### config.mk
export PLATFORM = sky130hd
export DESIGN_NAME = piso_serializer
export DESIGN_NICKNAME = d
export VERILOG_FILES = /design/src/rtl/piso_serializer.sv
export SDC_FILE = /design/constraint.sdc
export NUM_CORES = 1
export LEC_CHECK = 0
export ABC_CLOCK_PERIOD_IN_PS = 1180
export CAP_MARGIN = 20
export CORE_UTILIZATION = 45
export DETAILED_ROUTE_END_ITERATION = 16
export PLACE_DENSITY = 0.75
export RECOVER_POWER = 100
export SYNTH_ARGS = -nofsm -noshare
export SYNTH_HDL_FRONTEND = slang
export SYNTH_SLANG_ARGS = --single-unit
export TNS_END_PERCENT = 30
### constraint.sdc
create_clock -name clk -period 1.18 [get_ports clk]
set_input_delay 0.236 -clock clk [delete_from_list [all_inputs] [get_ports clk]]
set_output_delay 0.236 -clock clk [all_outputs]
set_load 0.1 [all_outputs]
### src/rtl/piso_serializer.sv
// piso_serializer: MSB-first parallel-to-serial shifter with bit strobes and a trailing word-delimiter strobe
module piso_serializer #(
  parameter int WIDTH = 32,
  parameter int CLKS_PER_BIT = 1
) (
  input  logic             clk,
  input  logic             reset,
  input  logic [WIDTH-1:0] din,
  input  logic             din_valid,
  output logic             din_ready,
  output logic             serial_out,
  output logic             TB,
  output logic             busy,
  output logic             done
);
  localparam int BW = $clog2(WIDTH + 1);
  localparam int DW = CLKS_PER_BIT > 1 ? $clog2(CLKS_PER_BIT) : 1;
  typedef enum logic [1:0] {IDLE, SHIFT, DELIM} state_t;
  state_t           state_q, state_d;
  logic [WIDTH-1:0] shreg_q, shreg_d;
  logic [BW-1:0]    bit_cnt_q, bit_cnt_d;
  logic [DW-1:0]    div_cnt_q, div_cnt_d;
  logic             done_q, done_d;
  logic             wrap, last;
  assign wrap       = div_cnt_q == DW'(CLKS_PER_BIT - 1);
  assign last       = bit_cnt_q == BW'(WIDTH - 1);
  assign din_ready  = state_q == IDLE && !reset;
  assign busy       = state_q != IDLE;
  assign TB         = busy && div_cnt_q == '0;
  assign serial_out = state_q == SHIFT && shreg_q[WIDTH-1];
  assign done       = done_q;
  always_comb begin
    state_d   = state_q;
    shreg_d   = shreg_q;
    bit_cnt_d = bit_cnt_q;
    div_cnt_d = div_cnt_q;
    done_d    = 1'b0;
    if (state_q == IDLE) begin
      if (din_valid) begin
        state_d   = SHIFT;
        shreg_d   = din;
        bit_cnt_d = '0;
        div_cnt_d = '0;
      end
    end else begin
      div_cnt_d = wrap ? '0 : div_cnt_q + DW'(1);
      if (wrap && state_q == SHIFT) begin
        shreg_d   = shreg_q << 1;
        bit_cnt_d = last ? '0 : bit_cnt_q + BW'(1);
        state_d   = last ? DELIM : SHIFT;
      end
      if (wrap && state_q == DELIM) begin
        state_d = IDLE;
        done_d  = 1'b1;
      end
    end
  end
  always_ff @(posedge clk) begin
    if (reset) begin
      state_q   <= IDLE;
      shreg_q   <= '0;
      bit_cnt_q <= '0;
      div_cnt_q <= '0;
      done_q    <= 1'b0;
    end else begin
      state_q   <= state_d;
      shreg_q   <= shreg_d;
      bit_cnt_q <= bit_cnt_d;
      div_cnt_q <= div_cnt_d;
      done_q    <= done_d;
    end
  end
endmodule

==> results of run 1 <==
## path summary, 6_finish.rpt
kind | from | to | slack [ns] | cells after the start
worst max-delay path | state_q[0]$_SDFFE_PP0P_ | serial_out | -0.22 | 3
worst min-delay path | reset | done$_SDFF_PP0_ | 0.46 | 3
worst max register to register | state_q[0]$_SDFFE_PP0P_ | bit_cnt_q[4]$_SDFFE_PP0P_ | -0.10 | 4
worst min register to register | shreg_q[0]$_SDFFE_PP0P_ | shreg_q[0]$_SDFFE_PP0P_ | 0.48 | 2
## layer usage
metal / vias to the layer above / part of all wire / global-route usage
li1: 948 / - / -
met1: 882 / 0.45 / 0.299
met2: 64 / 0.49 / 0.383
met3: 12 / 0.047 / 0.0411
met4: 0 / 0.019 / 0.130
met5: - / 0 / 0
## worst max-delay path, cell delays in order, from the launching register on
cell,delay [ns]
dfxtp_4,0.38
nor2b_4,0.16
and2_4,0.16
buf_12,0.17
## what timing repair did
action                     in CTS  in global routing
setup endpoints to repair      42                 42
hold buffers                    0                  0
pin swaps                       2                  4
gates resized for setup        20                 42
buffers inserted                2                  2
gates cloned                    1                  0
## area by class of cell
class                           count  area (um2)
Clock buffer                        8        80.1
Fill cell                         322        1300
Inverter                            3        16.3
Multi-Input combinational cell    165        1080
Sequential cell                    41         832
Tap cell                           50        62.6
Timing Repair Buffer               65         664
## flip-flops by register name (all words and copies together) (netlist names)
register,count
state_q,2
done,1
bit_cnt_q,6
shreg_q,32
## cells in the final DEF (no fill, tap or decap), types with 6 or more instances in the layout
master / count
clkdlybuf4s50_1: 32
nor2_1: 29
a21oi_1: 33
o21ai_1: 26
buf_12: 6
o2bb2ai_1: 27
buf_4: 20
o21ai_2: 7
dfxtp_1: 36
## kinds of logic after synthesis
logic type               Yosys count  synth area share
AO/OA/AOI/OAI                    111             0.369
AND/OR/NAND/NOR                   51             0.123
flip-flops                        41             0.431
buffers and inverters             26            0.0657
XOR/XNOR                           1           0.00460
adder cells (fa/ha/maj)            1           0.00656
## power groups by stage
stage | Sequential (mW) | Clock (mW) | Combinational [mW]
6_report | 1.55 | 0.887 | 0.691
5_1_grt | 1.56 | 0.954 | 0.757
4_1_cts | 1.54 | 0.901 | 0.654
3_5_place_dp | 1.57 | 0 | 0.618
3_3_place_gp | 1.57 | 0 | 0.609
2_1_floorplan | 1.56 | 0 | 0.387
## per-stage QoR
stage | utilization | hold slack, ns | TNS [ns]
after floorplan | - | 0.444 | -1.01
after global placement | 0.624 | 0.457 | -14.79
after detailed placement | 0.624 | 0.474 | -16.05
after CTS | 0.665 | 0.451 | -0.860
after global routing | 0.678 | 0.466 | -4.60
final | 0.678 | 0.462 | -2.52
==> results.tsv, run 1 <==
stage	metric	value	unit
run_status	outcome	finished, violations left	
run_status	failing checks	setup timing	
placement	Port Buffers	39	
synthesis	post-synth top area share	0.431	
critical_path	critical path required time	0.94	ns
timing	endpoints failing hold	0	
cts	clk sinks	41	
drt	drt total wl	4860	um
cts	CTS clk-pin slew, worst paths	0.07	ns
grt	number of antenna violations at the first check in global routing	0	
floorplanning	number of I/O pins	40	
job	Max Cap Viol	0	
finish	Final #Nets	317	
synthesis	top cells by area, synth	dfxtp_1, o2bb2ai_1, a21oi_1	
drt	DRT Pass-1 Iters	5	
timing	fraction of the cycle the final worst path needs	1.19	
finish	Syn-to-layout area delta	43.4	%
floorplanning	Die Area	0.00450	mm2
placement	Placed Cells	319	
power	Sw Ratio	0.279	
synthesis	Post-Syn Instances	231	
finish	number of inserted diodes	0	
power	Combinational Power Share	0.221	
power	PD cells	1150	mW/mm2
cts	total CTS buffers	5	
grt	GRT Total Usage	0.239	
timing	Final Setup Violations	41	
grt	Congestion Overflow GR	0	
grt	first-pass GRT wire length	7980	um
worst_hold_path	hold crit path type	in2reg	
grt	largest net degree at the start of global routing	32	
drt	Vias/cell	5.74	
critical_path	critical path startpoint category	flop	
power	P_leak	1.04	nW
placement	post-DP HPWL	3050	um
synthesis	top-count cell post-synth	dfxtp_1	
timing	Worst-Margin Slew	0.332	ns
floorplanning	Die H	67.1	um
drt	DRT iter0 DRCs	114	
placement	Routability Congestion	0.811	
power	Total Power	3.13	mW
power	NetSw	0.875	mW
synthesis	post-synthesis register bit count	41	
synthesis	register area share after synthesis	0.431	
drt	DR WL/cell	14.6	um
floorplanning	row cnt	23	
cts	CTS H-tree depth	2	
power	internal power	2.26	mW
drt	# DRC	0	
cts	clk_lat worst skew	0.29	ns
critical_path	kind of critical path	reg2out	
critical_path	crit end category	output port	
power	maximum vdd ir drop	811	uV
grt	vias in the first global route	1765	
synthesis	Yosys top cell by area	dfxtp_1	
timing	fin. max-slew vios	0	
critical_path	CP arrival	1.16	ns
critical_path	Max Fanout on Critical Path	5	
timing	RSZ-0062 raised after global routing	yes	
placement	pre-CTS setup slack	-0.461	ns
finish	final instance area	0.00273	mm2
cts	Root Buffer Master	clkbuf_8	
synthesis	Ys Warns	0	
synthesis	most used flip-flop cell after synthesis	dfxtp_1	
floorplanning	core area	0.00403	mm2
synthesis	asr flop ratio synth	0	
finish	fin cells	332	
timing	Worst Clk Skew	0.00364	ns
timing	slew margin rel.	0.779	
drt	Vias	1906	
synthesis	Avg Synthesized Cell Area	8.25	um2
finish	share of layout cells above drive strength 1	0.230	
drt	Final ANT Viol Nets	0	
synthesis	Synth top cells by count	dfxtp_1, a21oi_1, o21ai_0, nor2_1, o2bb2ai_1	
synthesis	number of synthesized flops with an enable pin	0	
power	clock power share	0.283	
synthesis	Cell variety after synth	37	
cts	CTS tree	done	
floorplanning	die width	67.1	um
synthesis	Post-Syn Nets	267	
timing	Fmax	715	MHz
timing	setup ws final	-0.219	ns
synthesis	synthesized area	0.00191	mm2
floorplanning	starting density of the core	0.473	
power	sequential share of power	0.496	
placement	DP Area	0.00251	mm2
timing	min Tclk post-route	1.40	ns
cts	Clock Path Buffers	2	
Power figures use the tool's default switching activity.
==> run 2, diff against run 1 <==
--- a/config.mk
+++ b/config.mk
@@ -11,6 +11,7 @@
 export DETAILED_ROUTE_END_ITERATION = 16
 export PLACE_DENSITY = 0.75
 export RECOVER_POWER = 100
+export REMOVE_ABC_BUFFERS = 1
 export SYNTH_ARGS = -nofsm -noshare
 export SYNTH_HDL_FRONTEND = slang
 export SYNTH_SLANG_ARGS = --single-unit
==> run 2 against run 1 <==
The run still ends with setup timing left. Sequential power hardly changed. Worst setup slack worse by 0.014 ns. Cell count is 1.2% higher. Flip-flop and latch count stayed put. Clock skew is 0.011 ns higher. Utilization is 8.6 points higher. Total power is 14% higher. Critical path depth is 1 higher. Critical endpoint unchanged. Largest power group unchanged. Highest routed layer unchanged.
==> results.tsv, run 2 (same netlist as run 1, synthesis figures left out) <==
stage	metric	value	unit
run_status	outcome	finished, violations left	
run_status	failing checks	setup timing	
timing	min Tclk post-route	1.41	ns
floorplanning	starting density of the core	0.473	
timing	fin. max-slew vios	0	
floorplanning	Die H	67.1	um
finish	share of layout cells above drive strength 1	0.346	
timing	Worst Clk Skew	0.0151	ns
finish	most common cell after layout, fill and taps aside	dfxtp_1	
grt	vias in the first global route	1781	
worst_hold_path	hold crit path type	reg2reg	
grt	Congestion Overflow GR	0	
finish	Top Registers	shreg_q (32), bit_cnt_q (6), state_q (2)	
critical_path	Max Fanout on Critical Path	5	
drt	DRT iter0 DRCs	121	
cts	clk sinks	41	
drt	drt total wl	6330	um
critical_path	crit end category	output port	
finish	footprint of the multi-input gates	0.00129	mm2
job	Max Cap Viol	0	
timing	slew margin rel.	0.761	
drt	DRT Pass-1 Iters	4	
finish	number of inserted diodes	0	
floorplanning	Die Area	0.00450	mm2
finish	max reg flops	32	
grt	GRT Total Usage	0.253	
timing	endpoints failing hold	0	
placement	DP Area	0.00251	mm2
cts	Clock Path Buffers	2	
floorplanning	core area	0.00403	mm2
cts	cts hold-fix bufs	0	
drt	# DRC	0	
critical_path	critical path required time	0.94	ns
grt	number of antenna violations at the first check in global routing	0	
finish	Syn-to-layout area delta	61.7	%
drt	Vias	2013	
cts	total CTS buffers	5	
timing	Final Setup Violations	14	
timing	setup ws final	-0.233	ns
critical_path	kind of critical path	reg2out	
finish	commonest non-fill, non-tap cells in the layout	dfxtp_1, clkdlybuf4s50_1, a21oi_1, nor2_1, buf_4	
timing	RSZ-0062 raised after global routing	yes	
drt	Final ANT Viol Nets	0	
placement	Routability Congestion	0.795	
finish	fillers	268	
timing	Fmax	708	MHz
cts	CTS clk-pin slew, worst paths	0.07	ns
cts	clk_lat worst skew	0.30	ns
floorplanning	die width	67.1	um
finish	Final #Nets	322	
finish	final instance area	0.00308	mm2
grt	first-pass GRT wire length	8520	um
timing	fraction of the cycle the final worst path needs	1.20	
power	maximum vdd ir drop	856	uV
cts	Root Buffer Master	clkbuf_8	
critical_path	CP arrival	1.18	ns
drt	DR WL/cell	18.8	um
finish	total area of sequential cells	827	um2
timing	Worst-Margin Slew	0.358	ns
finish	register bank with the most flops	shreg_q	
power	PD cells	1160	mW/mm2
cts	CTS tree	done	
placement	Port Buffers	39	
cts	CTS H-tree depth	2	
timing	TNS Setup	-1.20	ns
floorplanning	number of I/O pins	40	
drt	Vias/cell	5.99	
floorplanning	row cnt	23	
power	P_leak	1.16	nW
grt	largest net degree at the start of global routing	28	
critical_path	critical path startpoint category	flop	
placement	post-DP HPWL	2990	um
[run 2: cell types whose count changed in the layout (fill, tap and decap cells not counted), moves of 4 or more]
cell | previous run | this run
nor2_1 | 29 | 22
o21ai_0 | 2 | 13
o22ai_1 | 4 | 0
o2bb2ai_1 | 27 | 8
o21ai_1 | 26 | 17
o2bb2ai_2 | 0 | 17
nor2_2 | 0 | 6
[run 2: where the power goes]
group / switching (mW) / leakage [nW] / internal, mW
registers: 0.0921 / 0.341 / 1.49
clock network: 0.519 / 0.0540 / 0.616
logic: 0.430 / 0.767 / 0.435
[run 2: routing by layer]
metal  vias up  track usage  share of wire
met3        18       0.0565          0.047
met5         -            0              0
met4         0       0.0904          0.033
met2        80        0.425           0.50
met1       953        0.313           0.42
li1        962            -              -
[run 2: final cells by class]
type	instances	area share
clock inverters	2	0.0114
flip-flops and latches	41	0.268
well taps	50	0.0203
inverters	3	0.00609
multi-input cells	166	0.418
repair buffers	69	0.253
clock buffers	5	0.0223
[run 2: path summary, 6_finish.rpt]
| kind | start | to | slack [ns] | depth (start not counted) |
|---|---|---|---|---|
| worst min-delay path | shreg_q[0]$_SDFFE_PP0P_ | shreg_q[0]$_SDFFE_PP0P_ | 0.48 | 2 |
| worst max register to register | state_q[0]$_SDFFE_PP0P_ | bit_cnt_q[3]$_SDFFE_PP0P_ | -0.08 | 6 |
| worst min register to register | shreg_q[0]$_SDFFE_PP0P_ | shreg_q[0]$_SDFFE_PP0P_ | 0.48 | 2 |
| worst max-delay path | state_q[1]$_SDFFE_PP0P_ | serial_out | -0.23 | 4 |
[run 2: worst max-delay path, cell delays in order (launching register included)]
cell	delay [ns]
dfxtp_2	0.33
buf_6	0.13
nor2b_4	0.11
and2_4	0.15
buf_12	0.16
[run 2: through the flow]
step / util / instances / hold slack [ns] / setup slack (ns) / power [mW]
finish: 0.765 / 336 / 0.477 / -0.233 / 3.58
CTS: 0.709 / 336 / 0.468 / -0.273 / 3.37
detailed placement: 0.622 / 322 / 0.457 / -0.457 / 2.19
global placement: 0.622 / 322 / 0.455 / -0.405 / 2.18
global route: 0.765 / 336 / 0.494 / -0.271 / 3.70
floorplan: - / 208 / 0.305 / -1.87 / 1.88
[run 2: repair_timing]
action | in CTS | in global routing
buffers inserted | 5 | 1
gates resized for setup | 45 | 56
hold endpoints to repair | 0 | 0
cloned | 2 | 2
setup endpoints to repair | 41 | 44
pin swaps | 6 | 11
==> run 3, diff against run 2 <==
--- a/config.mk
+++ b/config.mk
@@ -5,11 +5,11 @@
 export SDC_FILE = /design/constraint.sdc
 export NUM_CORES = 1
 export LEC_CHECK = 0
-export ABC_CLOCK_PERIOD_IN_PS = 1180
+export ABC_CLOCK_PERIOD_IN_PS = 1700
 export CAP_MARGIN = 20
 export CORE_UTILIZATION = 45
 export DETAILED_ROUTE_END_ITERATION = 16
-export PLACE_DENSITY = 0.75
+export PLACE_DENSITY = 0.72
 export RECOVER_POWER = 100
 export REMOVE_ABC_BUFFERS = 1
 export SYNTH_ARGS = -nofsm -noshare
==> constraint.sdc (replaced) <==
create_clock -name clk -period 1.7 [get_ports clk]
set_input_delay 0.34 -clock clk [delete_from_list [all_inputs] [get_ports clk]]
set_output_delay 0.34 -clock clk [all_outputs]
set_load 0.1 [all_outputs]
==> run 3 against run 2 <==
Worst setup slack improved by 0.29 ns. Critical path depth decreased by 1. Global-route usage decreased by 3.5 points. Total power decreased by 40%. Cell count decreased by 5.1%. The run now ends clean. Clock power decreased by 42%. Sequential power decreased by 32%. Combinational power decreased by 52%.
==> results.tsv, run 3 (same netlist as run 1, synthesis figures left out) <==
stage	metric	value	unit
run_status	outcome	completed	
cts	CTS clk-pin slew, worst paths	0.07	ns
finish	total area of sequential cells	826	um2
placement	post-DP HPWL	2970	um
finish	register bank with the most flops	shreg_q	
power	PD cells	862	mW/mm2
critical_path	kind of critical path	in2out	
timing	Worst Clk Skew	0.00849	ns
floorplanning	core area	0.00403	mm2
grt	first-pass GRT wire length	7480	um
power	Total Power	2.14	mW
placement	Placed Cells	312	
cts	CTS tree	done	
floorplanning	die width	67.1	um
cts	total CTS buffers	5	
critical_path	Reg2Reg Depth	4	
critical_path	instance count on the critical path	3	
cts	clk_lat worst skew	0.29	ns
floorplanning	number of I/O pins	40	
worst_hold_path	hold endpoint	shreg_q[0]$_SDFFE_PP0P_	
timing	Worst-Margin Slew	0.670	ns
drt	Vias/cell	5.66	
finish	fillers	371	
grt	largest net degree at the start of global routing	38	
critical_path	Max Fanout on Critical Path	3	
drt	DRT Pass-1 Iters	4	
cts	Post-CTS Setup Inserts	0	
critical_path	critical path required time	1.36	ns
cts	CTS H-tree depth	2	
cts	clk sinks	41	
finish	commonest non-fill, non-tap cells in the layout	dfxtp_1, o21ai_0, a21oi_1, clkdlybuf4s50_1, nor2_1	
critical_path	reg-to-reg endpoint	state_q[0]$_SDFFE_PP0P_	
critical_path	largest delay contributor family on the critical path	buffers and inverters	
worst_hold_path	Hold Path Cell Cnt	2	
timing	Final Setup Violations	0	
grt	number of antenna violations at the first check in global routing	0	
cts	Clock Path Buffers	2	
placement	pre-CTS setup slack	-0.00217	ns
finish	fin cells	319	
finish	Top Registers	shreg_q (32), bit_cnt_q (6), state_q (2)	
timing	fin. max-slew vios	0	
timing	RSZ-0062 raised after global routing	no	
finish	Final #Nets	305	
power	maximum vdd ir drop	542	uV
critical_path	Bufs and invs on worst path	2	
grt	GRT Total Usage	0.218	
floorplanning	starting density of the core	0.473	
finish	share of layout cells above drive strength 1	0.119	
critical_path	crit end category	output port	
finish	Syn-to-layout area delta	30.1	%
critical_path	CP max stage delay	0.44	ns
placement	Routability Congestion	0.766	
finish	most common cell after layout, fill and taps aside	dfxtp_1	
drt	DR WL/cell	14.3	um
drt	Final ANT Viol Nets	0	
drt	# DRC	0	
timing	min Tclk post-route	1.64	ns
critical_path	CP arrival	1.30	ns
critical_path	highest-delay cell along the critical path	clkdlybuf4s50_1	
drt	drt total wl	4570	um
job	Max Cap Viol	0	
critical_path	crit-path cells	clkdlybuf4s50_1 > nor3_1 > buf_12	
timing	Fmax	610	MHz
critical_path	critical path startpoint category	primary input	
worst_hold_path	HP Start	shreg_q[0]$_SDFFE_PP0P_	
floorplanning	row cnt	23	
timing	endpoints failing hold	0	
drt	DRT iter0 DRCs	142	
floorplanning	Die H	67.1	um
cts	Root Buffer Master	clkbuf_8	
finish	number of inserted diodes	0	
grt	vias in the first global route	1676	
timing	TNS Setup	0	ns
drt	Vias	1805	
grt	Congestion Overflow GR	0	
timing	setup ws final	0.0606	ns
finish	footprint of the multi-input gates	955	um2
critical_path	Reg-to-Reg Start	state_q[1]$_SDFFE_PP0P_	
power	P_leak	0.924	nW
timing	slew margin rel.	0.553	
timing	fraction of the cycle the final worst path needs	0.964	
floorplanning	Die Area	0.00450	mm2
placement	Port Buffers	39	
finish	max reg flops	32	
worst_hold_path	hold crit path type	reg2reg	
critical_path	R2R Setup Slk	0.22	ns
[run 3: cell types whose count changed in the layout (fill, tap and decap cells not counted), moves of 7 or more]
| cell | change |
|---|---|
| o21ai_1 | -16 |
| nor2_1 | +7 |
| o21ai_0 | +21 |
| o2bb2ai_2 | -17 |
| o2bb2ai_1 | +19 |
[run 3: layout make-up]
type / count / area share
clock buffer: 6 / 0.0333
sequential: 41 / 0.333
tap: 50 / 0.0252
inverter: 3 / 0.00454
clock inverter: 1 / 0.00303
timing repair buffer: 54 / 0.216
multi-input combinational: 164 / 0.385
[run 3: worst max-delay path by stage]
stage | startpoint | endpoint | slack (ns)
after floorplan | state_q[0]$_SDFFE_PP0P_ | TB | -1.46
after global placement | din_valid | shreg_q[29]$_SDFFE_PP0P_ | 0.01
after detailed placement | din_valid | shreg_q[16]$_SDFFE_PP0P_ | -0.002
after CTS | state_q[0]$_SDFFE_PP0P_ | serial_out | 0.04
after global routing | state_q[1]$_SDFFE_PP0P_ | busy | 0.007
final | reset | din_ready | 0.06
[run 3: where the power goes]
part	total, mW	internal [mW]	switching [mW]
sequential	1.07	1.03	0.0410
combinational	0.411	0.200	0.211
clock	0.654	0.321	0.333
total	2.14	1.55	0.585
[run 3: through the flow]
step | area (um2) | util | hold slack, ns
after detailed placement | 2420 | 0.601 | 0.470
after global placement | 2420 | 0.601 | 0.460
after floorplan | 1790 | - | 0.409
after global routing | 2480 | 0.616 | 0.516
final | 2480 | 0.616 | 0.471
after CTS | 2510 | 0.624 | 0.478
[run 3: routing by layer]
layer  track usage  part of all wire
met4        0.0612            0.0048
met1         0.262              0.48
met5             0                 0
met3        0.0479             0.042
met2         0.384              0.48
[run 3: repair_timing]
action / 4_1_cts / 5_1_grt
pin swaps: 0 / 0
hold buffers: 0 / 0
gates resized for setup: 2 / 1
endpoints found under the setup margin: 3 / 1
[run 3: worst reg2reg max path: cells and delay by family, from the launching register on]
kind | cells | cell delay [ns]
flops | 1 | 0.39
buf+inv | 2 | 0.59
compound gates | 2 | 0.41
